===== src/rtl/fetch_unit.sv =====
// fetch_unit -- instruction-fetch stage of the RV32i pipeline.
//
// Holds the program counter and presents it to the combinational instruction
// memory. Captures the returned word into the IF/ID register. Honours
// load-use stalls and EX-resolved redirects, and injects NOP bubbles into
// decode on flush or redirect.
//
// Optional feature macro: FETCH_PERF_EN adds the Fetch_Count and Stall_Count
// performance counters. When it is undefined, those ports and their logic
// are absent.
//
// Ports:
//   CLK, RST      clock; synchronous active-high reset
//   Stall_F       hold PC and IF/ID
//   Flush_D       load a bubble into IF/ID
//   PC_Src        redirect PC to PC_Target (word-aligned)
//   PC_Target     redirect address from EX
//   Instr         instruction memory read data for PC_Out
//   PC_Out        current fetch address
//   Instr_D       IF/ID instruction
//   PC_D          PC of Instr_D
//   PC_Plus4_D    PC_D + 4 (link address)
//   Valid_D       Instr_D is a real fetched instruction
//   Misalign_D    redirect leading to PC_D had a misaligned target
//   Fetch_Count   valid IF/ID loads            (FETCH_PERF_EN only)
//   Stall_Count   stalled cycles               (FETCH_PERF_EN only)
module fetch_unit #(
   parameter logic [31:0] RESET_PC  = 32'h0000_0000,
   parameter logic [31:0] NOP_INSTR = 32'h0000_0013
) (
   input  logic        CLK,
   input  logic        RST,
   input  logic        Stall_F,
   input  logic        Flush_D,
   input  logic        PC_Src,
   input  logic [31:0] PC_Target,
   input  logic [31:0] Instr,
   output logic [31:0] PC_Out,
   output logic [31:0] Instr_D,
   output logic [31:0] PC_D,
   output logic [31:0] PC_Plus4_D,
   output logic        Valid_D,
`ifdef FETCH_PERF_EN
   output logic        Misalign_D,
   output logic [31:0] Fetch_Count,
   output logic [31:0] Stall_Count
`else
   output logic        Misalign_D
`endif
);

   // Misaligned-target flag waiting for the first fetch from the redirected PC.
   logic redir_misalign;

   logic bubble;
   logic load;

   // A redirect always bubbles decode: the word fetched this cycle is wrong-path.
   assign bubble = Flush_D | PC_Src;
   assign load   = ~bubble & ~Stall_F;

   // ---- PC register ----
   always_ff @(posedge CLK) begin
      if (RST) begin
         PC_Out <= RESET_PC;
      end else if (PC_Src) begin
         // Redirect beats a stall: the branch is older than the stalled instruction.
         PC_Out <= {PC_Target[31:2], 2'b00};
      end else if (!Stall_F) begin
         PC_Out <= PC_Out + 32'd4;
      end
   end

   // ---- redirect misalignment tracking ----
   always_ff @(posedge CLK) begin
      if (RST) begin
         redir_misalign <= 1'b0;
      end else if (PC_Src) begin
         redir_misalign <= |PC_Target[1:0];
      end else if (load) begin
         redir_misalign <= 1'b0;
      end
   end

   // ---- IF/ID register ----
   always_ff @(posedge CLK) begin
      if (RST) begin
         Instr_D    <= NOP_INSTR;
         PC_D       <= 32'd0;
         PC_Plus4_D <= 32'd4;
         Valid_D    <= 1'b0;
         Misalign_D <= 1'b0;
      end else if (bubble) begin
         // PC_D / PC_Plus4_D / Misalign_D are meaningless for a bubble; hold them.
         Instr_D <= NOP_INSTR;
         Valid_D <= 1'b0;
      end else if (load) begin
         Instr_D    <= Instr;
         PC_D       <= PC_Out;
         PC_Plus4_D <= PC_Out + 32'd4;
         Valid_D    <= 1'b1;
         Misalign_D <= redir_misalign;
      end
   end

`ifdef FETCH_PERF_EN
   // ---- performance counters ----
   always_ff @(posedge CLK) begin
      if (RST) begin
         Fetch_Count <= 32'd0;
         Stall_Count <= 32'd0;
      end else begin
         if (load) begin
            Fetch_Count <= Fetch_Count + 32'd1;
         end
         if (Stall_F && !PC_Src) begin
            Stall_Count <= Stall_Count + 32'd1;
         end
      end
   end
`endif

endmodule


===== config.mk =====
export PLATFORM = sky130hd
export DESIGN_NAME = fetch_unit
export DESIGN_NICKNAME = d
export VERILOG_FILES = /design/src/rtl/fetch_unit.sv
export SDC_FILE = /design/constraint.sdc
export NUM_CORES = 1
export LEC_CHECK = 0
export BUFFER_PORTS_ARGS = -buffer_cell sky130_fd_sc_hd__clkbuf_2
export CAP_MARGIN = 20
export CELL_PAD_IN_SITES_DETAIL_PLACEMENT = 0
export CELL_PAD_IN_SITES_GLOBAL_PLACEMENT = 2
export CORE_MARGIN = 2
export CORE_UTILIZATION = 30
export CTS_CLUSTER_SIZE = 24
export DETAILED_ROUTE_END_ITERATION = 12
export PLACE_DENSITY_LB_ADDON = 0.1
export SETUP_SLACK_MARGIN = 0.15
export SLEW_MARGIN = 20
export SYNTH_ARGS = -nofsm -noshare
export SYNTH_HDL_FRONTEND = slang
export SYNTH_SLANG_ARGS = --single-unit

===== constraint.sdc =====
create_clock -name CLK -period 3.7 [get_ports CLK]
set_input_delay 0.185 -clock CLK [delete_from_list [all_inputs] [get_ports CLK]]
set_output_delay 0.185 -clock CLK [all_outputs]
set_load 0.03 [all_outputs]

Yosys cells after proc, flatten, opt, wreduce, memory -nomap -nowiden
Cells that the tools add are included.

Bitwise logic cells: 4. $add $sub $neg: 1. Reductions and logical operators: 5. Eq/ne operators: 1. Mux-type cells: 4.

Operators with widths (number): 2-to-1 mux 32 bit (2); adder 32 x 3 -> 32 bit (second input constant) (1); OR reduction 2 bit (3); 2-to-1 mux 1 bit (2); != test 2 x 1 -> 1 bit (second input constant) (1); inverter 1 bit (2); AND reduction 2 bit (1); nonzero test 2 bit (1); bitwise AND 1 bit (1); OR 1 bit (1).

Bits of input ports: 69. Bits in registers: 131. Output and inout bits: 130. Logic and storage cells: 23.

Depth between registers and ports, before layout
Depth in word-level cells: 5. Depth in mapped cells: 7. Mapped depth without buffers: 5.

Worst setup path after synthesis
OpenSTA, ideal clock, no wires.

Path kind: register -> register. Start point: register PC_Out[2]. End point: register PC_Plus4_D[22]. Stages on the path, launching flop included: 7. Required time: 3609 ps. Slack: 1292 ps. Period minus slack after synthesis: 2408 ps. Arrival time: 2317 ps. Library setup time: 91 ps. Path buffers: 1. Path through: dfxtp_1 > ha_1 > nand4_1 > or4_1 > clkbuf_1 > or4_1 > a311oi_1.

Longest elaborated chain between the ends: 1.

RTL lines: start: declaration (line 38) `output logic [31:0] PC_Out,`; start signal: assignment (line 68) `PC_Out <= {PC_Target[31:2], 2'b00};`; start signal: assignment (line 70) `PC_Out <= PC_Out + 32'd4;`; adder 32 x 3 -> 32 bit (line 100) `PC_Plus4_D <= PC_Out + 32'd4;`; end signal: assignment (line 100); end: declaration (line 41) `output logic [31:0] PC_Plus4_D,`.

No other way between the ends. A chain may end at the register's enable or synchronous reset.

Final worst setup path
Same ends and word-level chain as after synthesis.

==> results.md <==
Setup path:
- The data arrival time of the worst path is 3.14 ns.
- The sort of element at the end of the critical path is a flop.
- Among the stages of the critical path, the cell type that occurs most often is or4_1.
- The startpoint kind of the worst setup timing path is a flop.
- Tracing the worst setup path back leads to its startpoint at PC_Out[2].
- For this run, the slowest stage of the critical path takes 0.79 ns.
- The worst setup path is of the flop to flop kind.
- The worst register-to-register path begins at PC_Out[2].
- On the critical path, the stage with the largest delay is an instance of or4_1.
- STA puts the critical path data required time at 4.02 ns.
- The largest fanout of any net on the critical path is 11.
- The signal on the critical path passes through ha_1 > nand4_1 > or4_1 > or4_1 > a311oi_1.

Floorplanning:
- The total area inside the core boundary comes to 18520 um2.
- The y dimension of the die is 140.8 um.
- The number of ports placed on the die boundary is 199.
- The floorplan step defined a die boundary enclosing 19840 um2.
- The initial core utilization is 0.3034.
- In this run the horizontal extent of the chip is 140.8 um.
- The row count is 50.

Pwr:
- The maximum resistive drop on vdd is 0.2779 mV.
- The fraction of power spent switching nets is 0.2747.
- In this run the power density over the cells is 499.4 nW/um2.
- The share of total power dissipated in sequential elements is 0.408.
- Cell internal power was estimated by the tool at 2.635 mW.
- The combinational fraction of design power is 0.111.
- The net switching power is 998.2 uW.
- The share of total power dissipated in the clock network is 0.480.
- The leakage power figure is 2.851 nW.

Yosys:
- Among all flip-flop cells after synthesis, the most frequent one is dfxtp_1.
- The cell area that synthesis handed to floorplanning was 5618 um2.
- During synthesis, Yosys emitted a total of 0 warnings.
- In the synthesized netlist the async set-or-reset flop fraction comes to 0.
- The count of flip-flops with a built-in enable after synthesis is 0.
- The mean post-synth cell area is 8.778 um2.
- The number of unique standard cell types used by synthesis is 49.
- The sequential area share after synthesis is 0.4454.
- The post-synthesis register bit count is 125.
- The post-synthesis cell count is 640.

Finish:
- The antenna diode count is 0.
- The proportion of layout cells with a drive suffix above 1 is 0.3400.
- Summing all flip-flop and latch instances after layout gives 2502 um2.
- The area growth from synthesis to layout is 29.51%.
- The number of filler instances in the final layout is 1912.
- In the final layout, the multi-input gates occupy 2779 um2.
- The number of non-filler instances in the completed layout is 1037.
- The net count reported at finish is 860.

Place:
- Counting tap cells, the placed design contains a total of 1001 instances.
- Timing analysis after detailed placement gives a worst setup slack of 0.9093 ns.
- Once detailed placement completed, the half-perimeter wirelength came to 12.91 mm.
- The number of port buffers is 192.
- Routability-driven placement finished with a final weighted congestion of 0.7938.

Clocking:
- The number of buffers inserted during clock tree synthesis is 17.
- The total number of H-tree levels is 4.
- The clock network latency to the later pin of the worst-skew pair is 0.42 ns.
- The root buffer cell chosen for the clock tree is clkbuf_16.
- The total setup buffers inserted after CTS is 0.
- The clock transition at the register clock pins on the worst setup and hold paths after CTS is 0.06 ns.
- The longest clock path from root to sink contains 2 buffers.
- The clock net in this run drives a total of 125 sinks.
- TritonCTS built the clock tree.

Timing:
- In this run the tightest slew margin relative to its limit is 0.3121.
- At the pin with the least slew margin, the transition time is 1.031 ns.
- The final number of max-transition violations is 0.
- Based on the critical path, the design can be clocked at up to 0.3545 GHz.
- The worst-case hold slack is 0.02022 ns.
- The worst-case setup margin in the final layout is 0.8789 ns.
- The clock period could shrink to 2.821 ns.
- On the final layout, the worst clock skew is 0.008505 ns.
- Setup violations remaining at the end of the flow were counted as 0.
- The final period utilization is 0.7625.
- Setup repair after global routing left no endpoint under its margin.
- For the final routed database, the setup TNS stands at 0 ns.
- The number of hold violations in the final report is 0.

Drt:
- The first detailed-routing pass ran for 4 iterations.
- The routed wirelength normalized by instance count is 18.03 um.
- In the routed design, unresolved DRC markers number 0.
- The count of nets left with antenna violations after detail routing is 0.
- Dividing the detail-routed via count by the number of cells gives 5.205.
- The final layout contains routed wiring with a total length of 18.70 mm.
- The number of DRC markers after the initial detailed-route iteration is 277.
- The total via count in the routed design is 5398.

Run status:
- The run finished with clean final reports.

GRT:
- Entering global routing, the biggest net connects 91 pins.
- The total global routing track utilization is 0.1876.
- The number of antenna violations at the first check in global routing is 1.
- The global-route wire length before repair is 29.18 mm.
- The number of global-route vias before repair is 5178.
- Summed over all layers, the global routing overflow is 0.

Run:
- The tool flagged a number of max-cap violations equal to 0.

Hold path:
- The origin of the worst min-delay path is PC_Target[3].
- The worst hold path belongs to the class input port to flop.
per-stage QoR:
step / instance area [um2] / util / total power, mW
5_1_grt: 7276 / 0.3929 / 3.788
2_1_floorplan: 5637 / - / 1.776
4_1_cts: 7276 / 0.3929 / 3.681
3_5_place_dp: 6618 / 0.3574 / 1.918
6_report: 7276 / 0.3929 / 3.633
3_3_place_gp: 6618 / 0.3574 / 1.913
area by class of cell:
cell class                      instances  share of cell area
Sequential cell                       125              0.3439
Tap cell                              234             0.04024
Inverter                                6            0.003095
Multi-Input combinational cell        438              0.3819
Timing Repair Buffer                  202              0.1458
Clock inverter                         13             0.02270
Clock buffer                           19             0.06225
metal layers:
metal / part of all wire / track usage / wire [um] / vias up
li1: - / - / - / 2667
met1: 0.46 / 0.2418 / 8687 / 2546
met2: 0.46 / 0.3058 / 8656 / 161
met3: 0.055 / 0.04721 / 1030 / 24
met4: 0.017 / 0.06684 / 321 / 0
met5: 0 / 0 / 0 / -
Yosys cell counts (all sizes together), types with 14 or more instances:
library cell,instances,area share
dfxtp,125,0.45
nand2,81,0.055
nor2,57,0.038
clkbuf,49,0.033
a21oi,37,0.033
a311oi,31,0.048
o221a,29,0.058
buf,27,0.028
a211oi,22,0.029
or4,18,0.025
or3,16,0.018
xnor2,16,0.025
o31ai,15,0.020
nand3,14,0.015
power groups by stage:
| stage | logic (mW) | registers, mW | clock network (mW) |
|---|---|---|---|
| 2_1_floorplan | 0.197 | 1.58 | 0 |
| 3_3_place_gp | 0.404 | 1.51 | 0 |
| 3_5_place_dp | 0.404 | 1.51 | 0 |
| 4_1_cts | 0.410 | 1.48 | 1.79 |
| 5_1_grt | 0.438 | 1.49 | 1.86 |
| 6_report | 0.404 | 1.48 | 1.74 |
path summary, 6_finish.rpt:
path              cells past startpoint  slack (ns)              to
hold reg to reg                       2        0.45         PC_D[2]
setup reg to reg                      5        0.88  PC_Plus4_D[22]
hold / removal                        3        0.02       PC_Out[3]
setup / recovery                      5        0.88  PC_Plus4_D[22]
timing repair:
item,in CTS,in global routing
endpoints found under the hold margin,4,0
hold buffers,4,0
gates resized for setup,0,0
state kept, by name, indices dropped and copies added, names as in the netlist:
name	cells
Instr_D	32
PC_D	30
PC_Out	30
PC_Plus4_D	30
Misalign_D	1
Valid_D	1
redir_misalign	1
worst max-delay path: cells and delay by family (launching register included):
kind	cells	cell delay, ns
adder cells (fa/ha/maj)	1	0.35
AO/OA/AOI/OAI	1	0.25
flip-flops	1	0.49
AND/OR/NAND/NOR	3	1.63
cells by family (layout without fill, tap and decap cells):
group                    count (synthesis)  in the layout  synth area share
multiplexers                             4              4          0.007127
flip-flops                             125            125            0.4454
adder cells (fa/ha/maj)                  1              1          0.002227
XOR/XNOR                                23             23           0.03586
other                                    1              6         0.0006675
AND/OR/NAND/NOR                        248            248            0.2292
AO/OA/AOI/OAI                          156            156            0.2143
buffers and inverters                   82            240           0.06526
cell usage in the layout, fill, tap and decap left out, drive strengths merged, types with 2 or more instances in the layout:
cell type,count
a2111oi,3
a211oi,22
a21oi,37
a311oi,31
and3,6
and4,2
buf,7
bufinv,3
clkbuf,210
clkinv,8
conb,6
dfxtp,125
dlygate4sd3,4
inv,7
mux2i,4
nand2,81
nand2b,2
nand3,14
nand4,13
nor2,57
nor2b,6
nor3,12
nor3b,3
nor4,13
o21ai,12
o21bai,2
o221a,29
o31ai,15
or3,16
or4,18
xnor2,16
xor2,7
Note: power is estimated with default switching activity, not from simulation.
